**config.mk**
```make
export PLATFORM = sky130hd
export DESIGN_NAME = des_key_schedule_flat
export DESIGN_NICKNAME = d
export VERILOG_FILES = /design/src/rtl/des_key_schedule_if.sv /design/src/rtl/des_key_schedule.sv /design/src/flat_wrapper.sv
export SDC_FILE = /design/constraint.sdc
export NUM_CORES = 1
export LEC_CHECK = 0
export BUFFER_PORTS_ARGS = -buffer_cell sky130_fd_sc_hd__buf_2
export CAP_MARGIN = 15
export CORE_AREA = 2 2 178 197
export DETAILED_ROUTE_END_ITERATION = 10
export DIE_AREA = 0 0 180 199
export GPL_TIMING_DRIVEN = 0
export PLACE_DENSITY = 0.38
export SLEW_MARGIN = 25
export SYNTH_ARGS = -nofsm -noshare
export SYNTH_HDL_FRONTEND = slang
export SYNTH_SLANG_ARGS = --single-unit
```
**constraint.sdc**
```tcl
create_clock -name clk -period 3.6 [get_ports clk]
set_clock_uncertainty 0.15 [all_clocks]
set_input_delay 0.18 -clock clk [delete_from_list [all_inputs] [get_ports clk]]
set_output_delay 0.18 -clock clk [all_outputs]
set_load 0.02 [all_outputs]
```
**src/rtl/des_key_schedule_if.sv**
```systemverilog
// Handshake and data bundle between the DES key-schedule generator and its consumer.
// The master drives the start/advance controls. The slave returns the round keys and status.
interface des_key_schedule_if;
    logic        start;
    logic [1:64] key;
    logic        decrypt;
    logic        advance;
    logic [1:48] subkey;
    logic        subkey_valid;
    logic [3:0]  round;
    logic        busy;
    logic        done;
    logic        parity_err;

    modport master (
        output start, key, decrypt, advance,
        input  subkey, subkey_valid, round, busy, done, parity_err
    );

    modport slave (
        input  start, key, decrypt, advance,
        output subkey, subkey_valid, round, busy, done, parity_err
    );
endinterface

```
**src/rtl/des_key_schedule.sv**
```systemverilog
// Sequential DES round-key generator: delivers K1..K16 (or K16..K1) one subkey per advance.
// Optional key odd-parity check is compiled in with `define KEY_PARITY_CHECK_EN.
module des_key_schedule (
    input  logic              clk,
    input  logic              rst,
    des_key_schedule_if.slave ks
);
    typedef enum logic {IDLE, ACTIVE} state_t;

    localparam int unsigned pc1_tab [1:56] = '{
        57, 49, 41, 33, 25, 17,  9,  1, 58, 50, 42, 34, 26, 18,
        10,  2, 59, 51, 43, 35, 27, 19, 11,  3, 60, 52, 44, 36,
        63, 55, 47, 39, 31, 23, 15,  7, 62, 54, 46, 38, 30, 22,
        14,  6, 61, 53, 45, 37, 29, 21, 13,  5, 28, 20, 12,  4};

    localparam int unsigned pc2_tab [1:48] = '{
        14, 17, 11, 24,  1,  5,  3, 28, 15,  6, 21, 10,
        23, 19, 12,  4, 26,  8, 16,  7, 27, 20, 13,  2,
        41, 52, 31, 37, 47, 55, 30, 40, 51, 45, 33, 48,
        44, 49, 39, 56, 34, 53, 46, 42, 50, 36, 29, 32};

    // Bit k is set where the DES shift schedule moves by one position instead of two.
    localparam logic [1:16] single_shift = 16'b1100_0000_1000_0001;

    state_t      state_q, state_d;
    logic [1:28] c_q, d_q, c_d, d_d;
    logic        dir_q, dir_d;
    logic [1:48] subkey_q;
    logic        subkey_load;
    logic [3:0]  round_q, round_d;
    logic        valid_q, valid_d;
    logic        busy_q, busy_d;
    logic        done_q, done_d;
    logic [1:56] cd0, cd_d;
    logic [1:48] pc2_d;
    logic [4:0]  shift_idx;
    logic        shift_two;
    logic        accept;

    function automatic logic [1:28] rotl(input logic [1:28] x, input logic two);
        return two ? {x[3:28], x[1:2]} : {x[2:28], x[1]};
    endfunction

    function automatic logic [1:28] rotr(input logic [1:28] x, input logic two);
        return two ? {x[27:28], x[1:26]} : {x[28], x[1:27]};
    endfunction

    for (genvar g = 1; g <= 56; g++) begin : g_pc1
        assign cd0[g] = ks.key[pc1_tab[g]];
    end

    assign cd_d = {c_d, d_d};
    for (genvar g = 1; g <= 48; g++) begin : g_pc2
        assign pc2_d[g] = cd_d[pc2_tab[g]];
    end

    assign accept = (state_q == IDLE) && ks.start;

    // Encrypt steps forward to K(round+2). Decrypt undoes the shift that produced K(16-round).
    assign shift_idx = dir_q ? (5'd16 - {1'b0, round_q}) : ({1'b0, round_q} + 5'd2);
    assign shift_two = !single_shift[shift_idx];

    // NOTE: every variable written here gets a default first, so no path can infer a latch.
    always_comb begin
        state_d     = state_q;
        c_d         = c_q;
        d_d         = d_q;
        dir_d       = dir_q;
        round_d     = round_q;
        valid_d     = valid_q;
        busy_d      = busy_q;
        done_d      = 1'b0;
        subkey_load = 1'b0;
        case (state_q)
            IDLE: begin
                if (accept) begin
                    dir_d       = ks.decrypt;
                    // Decrypt starts from C0,D0 directly: sixteen shifts total 28, so C16 == C0.
                    c_d         = ks.decrypt ? cd0[1:28]  : rotl(cd0[1:28], 1'b0);
                    d_d         = ks.decrypt ? cd0[29:56] : rotl(cd0[29:56], 1'b0);
                    subkey_load = 1'b1;
                    round_d     = 4'd0;
                    valid_d     = 1'b1;
                    busy_d      = 1'b1;
                    state_d     = ACTIVE;
                end
            end
            ACTIVE: begin
                if (valid_q && ks.advance) begin
                    if (round_q == 4'd15) begin
                        valid_d = 1'b0;
                        busy_d  = 1'b0;
                        done_d  = 1'b1;
                        round_d = 4'd0;
                        state_d = IDLE;
                    end else begin
                        round_d     = round_q + 4'd1;
                        c_d         = dir_q ? rotr(c_q, shift_two) : rotl(c_q, shift_two);
                        d_d         = dir_q ? rotr(d_q, shift_two) : rotl(d_q, shift_two);
                        subkey_load = 1'b1;
                    end
                end
            end
            default: ;
        endcase
    end

    // NOTE: sequential state uses non-blocking assignments so every flop samples pre-edge values.
    always_ff @(posedge clk or posedge rst) begin
        if (rst) begin
            state_q  <= IDLE;
            c_q      <= '0;
            d_q      <= '0;
            dir_q    <= 1'b0;
            subkey_q <= '0;
            round_q  <= 4'd0;
            valid_q  <= 1'b0;
            busy_q   <= 1'b0;
            done_q   <= 1'b0;
        end else begin
            state_q <= state_d;
            c_q     <= c_d;
            d_q     <= d_d;
            dir_q   <= dir_d;
            round_q <= round_d;
            valid_q <= valid_d;
            busy_q  <= busy_d;
            done_q  <= done_d;
            if (subkey_load) subkey_q <= pc2_d;
        end
    end

    assign ks.subkey       = subkey_q;
    assign ks.subkey_valid = valid_q;
    assign ks.round        = round_q;
    assign ks.busy         = busy_q;
    assign ks.done         = done_q;

`ifdef KEY_PARITY_CHECK_EN
    logic [0:7] byte_even;
    logic       parity_q;

    // DES key bytes must carry odd parity; an even byte flags the key.
    for (genvar b = 0; b < 8; b++) begin : g_par
        assign byte_even[b] = ~^ks.key[8*b+1 +: 8];
    end

    always_ff @(posedge clk or posedge rst) begin
        if (rst)         parity_q <= 1'b0;
        else if (accept) parity_q <= |byte_even;
    end

    assign ks.parity_err = parity_q;
`else
    assign ks.parity_err = 1'b0;
`endif
endmodule

```
**src/flat_wrapper.sv**
```systemverilog
// flat-port wrapper written by rule: the top's interface ports become plain ports
module des_key_schedule_flat 
  (clk, rst, ks_start, ks_key, ks_decrypt, ks_advance, ks_subkey, ks_subkey_valid, ks_round, ks_busy, ks_done, ks_parity_err);
  des_key_schedule_if ks_i ();
  input  logic clk;
  input  logic rst;
  input wire logic [$bits(ks_i.start)-1:0] ks_start;
  input wire logic [$bits(ks_i.key)-1:0] ks_key;
  input wire logic [$bits(ks_i.decrypt)-1:0] ks_decrypt;
  input wire logic [$bits(ks_i.advance)-1:0] ks_advance;
  output wire logic [$bits(ks_i.subkey)-1:0] ks_subkey;
  output wire logic [$bits(ks_i.subkey_valid)-1:0] ks_subkey_valid;
  output wire logic [$bits(ks_i.round)-1:0] ks_round;
  output wire logic [$bits(ks_i.busy)-1:0] ks_busy;
  output wire logic [$bits(ks_i.done)-1:0] ks_done;
  output wire logic [$bits(ks_i.parity_err)-1:0] ks_parity_err;
  assign ks_i.start = ks_start;
  assign ks_i.key = ks_key;
  assign ks_i.decrypt = ks_decrypt;
  assign ks_i.advance = ks_advance;
  assign ks_subkey = ks_i.subkey;
  assign ks_subkey_valid = ks_i.subkey_valid;
  assign ks_round = ks_i.round;
  assign ks_busy = ks_i.busy;
  assign ks_done = ks_i.done;
  assign ks_parity_err = ks_i.parity_err;
  des_key_schedule u_core (.clk(clk), .rst(rst), .ks(ks_i));
endmodule
```
==> results.ini, run 1 <==
[timing]
min_period_over_period=0.9256
fmax_mhz=300.1
slew_headroom=0.2791
rsz0062_at_grt=no
period_minus_slack_ps=3332
worst_pin_slew_ps=1081
setup_viol=0
hold_viol_final=0
slew_violations=0
worst_slack_ps=267.9

[critical_path]
arrival_ps=3410
criticalPathCategory=reg2reg
worst-path-buf-inv=3
r2r-end=u_core.ks.subkey[14]$_DFFE_PP0P_
path_delay_family=simple AND/OR/NAND/NOR gates
startpoint_type=flop
r2r_cells=11
cp_max_fo=10
crit_slowest_cell=dfrtp_1
endpoint_kind=flop
worstPathRequired_ps=3680
r2r_start=u_core.ks.round[1]$_DFFE_PP0P_
path_cells=inv_1 -> ha_1 -> and2_1 -> or4_1 -> buf_2 -> and2_4 -> a21oi_4 -> buf_6 -> o221ai_2 -> o21ai_1 -> nand3_1
regToRegSetupSlack_ps=270
cpPeakStageDelay_ps=520

[power]
cellPowerDensity_mw_per_mm2=1220
seqPwrFrac=0.243
fin_total_pwr_mw=11.60
p_sw_mw=6.754
power.share.clock=0.086
pwr-share-comb=0.670
intPower_mw=4.843
power_leakage_nw=4.117
vdd_drop_max_mv=0.4513
p_sw_frac=0.5824

[synth]
synth_xor_area_frac=0.004360
synth-compound-area-share=0.2904
synth_nets=1086
netlist_instances=1013
ys.flop_type=dfrtp_1
synth_commonest_cells=nand2_1 (156), a21oi_1 (118), dfrtp_1 (112)
synth-edff-count=0
synth_fa_ha_area_frac=0.006229
synthMuxAreaShare=0.09701
netlist-cell-type-count=67
yosysMostFrequentCell=nand2_1
synth_top_family_by_area=compound AO/OA/AOI/OAI gates
yosysWarnings=0
avgSynthCellArea_um2=7.932
synth_area_mm2=0.008035
synth_top_cell_area_share=0.3488
seq_area_frac_synth=0.3488
synthTopCellsByArea=dfrtp_1 (35%), mux2i_1 (7.6%), a21oi_1 (7.3%)
yosysTopAreaCell=dfrtp_1
yosys.area_share.simple=0.1918
async_flop_share=1.000
yosys_register_bits=112

[grt]
grt_pass1_wl_um=64520
use_met3=0.03790
grt.overflow.total=0
grtUsageMet2=0.4043
gr-max-usage-layer=met2
grt_util_met1=0.3280
grtUsageTotal=0.2491
grt_pass1_vias=8714
antenna_found_initial=0
grt_max_degree=74

[min_path]
worstHoldPathType=in2reg
min_from=ks_key[6]
hold_depth=5
min_to=u_core.c_q[9]$_DFFE_PP0P_

[floorplanning]
num_rows=71
coreArea_mm2=0.03385
dieArea_mm2=0.03582
io_pins=125
die_w_um=180
die_y_um=199
start_util=0.2374

[cells_and_area]
final_util=0.2810
diodes=0
final_area_mm2=0.009509
final_net_count=1215
drive_above_1_share=0.1710
nFillCells=3733
multiInputGateArea_mm2=0.004760
seq_area_mm2=0.002803
area_growth_pct=18.34

[route]
vias=8914
drc=0
viasPerCell=5.628
drt-initial-drc-count=903
ant_nets=0
first_pass_iters=5
totalWireLength_um=45300
post_drt_wl_per_cell_um=28.60

[clocking]
cts_sinks=112
cts_root_buffer=clkbuf_16
cts_buffer_depth=2
htreeDepth=3
cts_buffers=9
clkSlewWorstSetupHoldPaths_ps=80
cts_tree=done
clock_latency_ps=380

[place]
placed_area_mm2=0.009195
place.gp.congestion=0.9684
portBuffers=114
pre_cts_slack_ps=51.72
post-dp-hpwl_um=34170

[run]
cap_viol_max_count=0

[run_status]
outcome=completed

what timing repair did:
item	CTS	global route
hold endpoints to repair	40	0
endpoints found under the setup margin	0	27
setup buffers	0	1
hold buffers	2	0
gates resized for setup	0	4
worst max path at each step:
stage / from / to / slack, ps / depth (start not counted)
finish: u_core.ks.round[1]$_DFFE_PP0P_ / u_core.ks.subkey[14]$_DFFE_PP0P_ / 270 / 11
global route: u_core.ks.round[1]$_DFFE_PP0P_ / u_core.ks.subkey[1]$_DFFE_PP0P_ / 120 / 10
CTS: u_core.ks.round[1]$_DFFE_PP0P_ / u_core.ks.subkey[42]$_DFFE_PP0P_ / 30 / 10
detailed placement: u_core.ks.round[1]$_DFFE_PP0P_ / u_core.ks.subkey[42]$_DFFE_PP0P_ / 50 / 10
global placement: rst / u_core.c_q[28]$_DFF_PP0_ / -1620 / 2
floorplan: rst / u_core.c_q[10]$_DFF_PP0_ / 310 / 1
cell type report:
cell class	count	area share
clock buffer	9	0.02368
multi-input combinational	793	0.5005
clock inverter	6	0.004737
timing repair buffer	118	0.06579
tap	438	0.05763
inverter	7	0.003553
buffer	101	0.04934
sequential	112	0.2947
metal layers:
| layer | vias up | share of wire |
|---|---|---|
| met5 | - | 0 |
| met1 | 4440 | 0.43 |
| met2 | 397 | 0.46 |
| met3 | 99 | 0.067 |
| li1 | 3978 | - |
| met4 | 0 | 0.043 |
sequential cells by signal, indices dropped and copies added, names as in the netlist:
signal                  count
u_core.d_q                 28
u_core.dir_q                1
u_core.ks.subkey           48
u_core.state_q              1
u_core.c_q                 28
u_core.ks.done              1
u_core.ks.round             4
u_core.ks.subkey_valid      1
worst min-delay path: stages:
cell	delay, ps
buf_2	100
mux2i_1	70
nor2_1	80
a31oi_1	50
o211ai_1	80
placed cells by master (no fill, tap or decap), drive strengths merged, types with 8 or more instances in the layout:
cell	count
a221o	14
mux2i	61
o21ai	81
a21oi	120
nand3	74
a22o	12
nor3	8
and2	12
a31oi	29
inv	8
o221ai	8
clkbuf	69
o211ai	38
nor2	69
buf	156
nand2	159
dfrtp	112
stage by stage:
stage / hold WS [ps] / setup TNS [ps] / instances
floorplan: 196.9 / 0 / 1013
global placement: 313.1 / -179280 / 1565
detailed placement: 37.17 / 0 / 1566
CTS: 48.80 / 0 / 1583
global route: 94.36 / 0 / 1584
finish: 69.65 / 0 / 1584
kinds of logic (layout without fill, tap and decap cells):
| group | count (synthesis) | in the layout |
|---|---|---|
| AOI/OAI and AO/OA | 361 | 361 |
| xor gates and xnor gates | 4 | 4 |
| adders and majority gates | 4 | 4 |
| buffers and inverters | 108 | 241 |
| DFF | 112 | 112 |
| muxes | 72 | 72 |
| other | 1 | 1 |
| and+or+nand+nor | 351 | 351 |
power groups by stage:
stage	Combinational [mW]	Clock, mW	Sequential, mW
floorplan	4.60	0	2.68
global placement	7.61	0	2.78
CTS	7.61	1.04	2.76
global route	8.31	1.08	2.85
finish	7.77	1.00	2.82
detailed placement	7.59	0	2.78
No activity file was read; power rests on OpenSTA's default activity.
==> run 2: changes to the inputs <==
Settings changed: HOLD_SLACK_MARGIN from default to 0.1.
==> run 2 against run 1 <==
Flip-flop and latch count unchanged; core utilization up 0.33 points; die area unchanged; cell area up 1.2%; worst hold slack better by 37 ps; highest routed layer unchanged; power up 0.28%; via count up 0.62%; register-to-register slack about the same; sequential share of layout area down 0.34 points; combinational power about the same.
==> results.ini, run 2 (synthesis results as in run 1) <==
[cells_and_area]
diodes=0  ; unchanged
mostFrequentLayoutCells=nand2_1 (156), buf_2 (136), a21oi_1 (118), dfrtp_1 (112)
final_common_cell=nand2_1
area_growth_pct=19.71
nFillCells=3726  ; -0.19%
largest_reg_flops=48  ; unchanged
final_net_count=1226  ; +0.91%
seq_area_mm2=0.002803  ; unchanged
fin_cells=1595  ; +0.69%
final_util=0.2842  ; +0.003253
multiInputGateArea_mm2=0.004760  ; unchanged
drive_above_1_share=0.1694  ; -0.001626

[power]
power.share.clock=0.087  ; about the same
fin_total_pwr_mw=11.63  ; +0.28%
p_sw_mw=6.777  ; +0.33%
cellPowerDensity_mw_per_mm2=1209  ; -0.87%
seqPwrFrac=0.242  ; about the same
pwr-share-comb=0.671  ; about the same
p_sw_frac=0.5827  ; about the same
vdd_drop_max_mv=0.4489  ; -0.53%
intPower_mw=4.852  ; +0.20%
power_leakage_nw=4.163  ; +1.1%

[route]
vias=8969  ; +0.62%
drt-initial-drc-count=921  ; +2.0%
ant_nets=0  ; unchanged
drc=0  ; unchanged
first_pass_iters=5  ; unchanged
post_drt_wl_per_cell_um=28.45  ; -0.51%
totalWireLength_um=45380  ; +0.18%
viasPerCell=5.623  ; about the same

[grt]
grt_pass1_vias=8761  ; +0.54%
grt_max_degree=74  ; unchanged
grt_pass1_wl_um=64720  ; +0.30%
grtUsageTotal=0.2495  ; +0.0004332
grt.overflow.total=0  ; unchanged
antenna_found_initial=0  ; unchanged

[critical_path]
cp_max_fo=8  ; -2
r2r_start=u_core.ks.round[1]$_DFFE_PP0P_
arrival_ps=3480  ; +70 ps
endpoint_kind=flop
worstPathRequired_ps=3730  ; +50 ps
startpoint_type=flop
criticalPathCategory=reg2reg
r2r-end=u_core.d_q[14]$_DFF_PP0_
r2r_cells=8  ; -3
regToRegSetupSlack_ps=260  ; about the same
cp-endpoint=u_core.d_q[14]$_DFF_PP0_
cp-startpoint=u_core.ks.round[1]$_DFFE_PP0P_

[place]
post-dp-hpwl_um=34170  ; unchanged
dp.cells=1566  ; unchanged
place.gp.congestion=0.9684  ; unchanged
portBuffers=114  ; unchanged
pre_cts_slack_ps=51.72  ; unchanged

[clocking]
cts_sinks=112  ; unchanged
clkSlewWorstSetupHoldPaths_ps=80  ; about the same
cts_buffer_depth=2  ; unchanged
htreeDepth=3  ; unchanged
clock_latency_ps=380  ; about the same
cts_root_buffer=clkbuf_16
cts_buffers=9  ; unchanged
cts_tree=done

[run]
cap_viol_max_count=0  ; unchanged

[timing]
hold_ws_ps=107.0  ; +37.31 ps
rsz0062_at_grt=no
min_period_over_period=0.9284  ; +0.002840
slew_violations=0  ; unchanged
fmax_mhz=299.2  ; -0.31%
slew_headroom=0.2477  ; -0.03135
worst_pin_slew_ps=1123  ; +41.79 ps
hold_viol_final=0  ; unchanged
setup_viol=0  ; unchanged
period_minus_slack_ps=3342  ; +10.22 ps
worst_slack_ps=257.7  ; -10.22 ps

[run_status]
outcome=completed

[floorplanning]
num_rows=71  ; unchanged
start_util=0.2374  ; unchanged
dieArea_mm2=0.03582  ; unchanged
die_w_um=180  ; unchanged
coreArea_mm2=0.03385  ; unchanged
die_y_um=199  ; unchanged
io_pins=125  ; unchanged

[min_path]
min_from=ks_key[23]
hold_depth=5  ; unchanged
worstHoldPathType=in2reg

-- run 2: changes by cell type in the layout (fill, tap and decap cells not counted), sizes merged --
cell / previous run / this run
dlygate4sd3: 2 / 13
-- run 2: layout make-up --
class | count | share of cell area
multi-input cells | 793 | 0.4948
flip-flops and latches | 112 | 0.2914
repair buffers | 129 | 0.07648
well taps | 438 | 0.05697
plain buffers | 101 | 0.04878
clock buffers | 9 | 0.02341
clock inverters | 6 | 0.004683
inverters | 7 | 0.003512
-- run 2: timing repair --
action | in CTS | in global routing
buffers inserted | 0 | 1
endpoints found under the setup margin | 0 | 27
hold endpoints to repair | 124 | 0
hold buffers | 13 | 0
gates resized for setup | 0 | 4
-- run 2: worst max-delay path, cell delays in order (launching register included) --
cell	delay [ps]
dfrtp_1	520
inv_1	140
ha_1	240
xor2_1	160
o21a_1	280
a31oi_1	880
o221ai_1	360
a31o_2	330
a31oi_1	200
-- run 2: worst min-delay path by stage --
stage | slack, ps | to
global route | 130 | u_core.ks.subkey[46]$_DFFE_PP0P_
global placement | 310 | u_core.ks.subkey[4]$_DFFE_PP0P_
floorplan | 200 | u_core.ks.done$_DFF_PP0_
detailed placement | 40 | u_core.ks.subkey[14]$_DFFE_PP0P_
CTS | 100 | u_core.ks.subkey[46]$_DFFE_PP0P_
finish | 110 | u_core.ks.subkey[7]$_DFFE_PP0P_
-- run 2: routing by layer --
metal	track usage	routed length, um
met4	0.1117	1927
met5	0	0
met3	0.03717	2917
met1	0.3285	19590
met2	0.4057	20950
-- run 2: power by group through the flow --
stage,combinational (mW),sequential [mW],clock (mW)
global placement,7.61,2.78,0
floorplan,4.60,2.68,0
detailed placement,7.59,2.78,0
finish,7.80,2.82,1.01
global route,8.32,2.85,1.08
CTS,7.62,2.76,1.04
-- run 2: metrics by stage --
stage	instance area, um2	TNS [ps]
2_1_floorplan	8035	0
4_1_cts	9595	0
6_report	9619	0
5_1_grt	9619	0
3_3_place_gp	9154	-179280
3_5_place_dp	9195	0
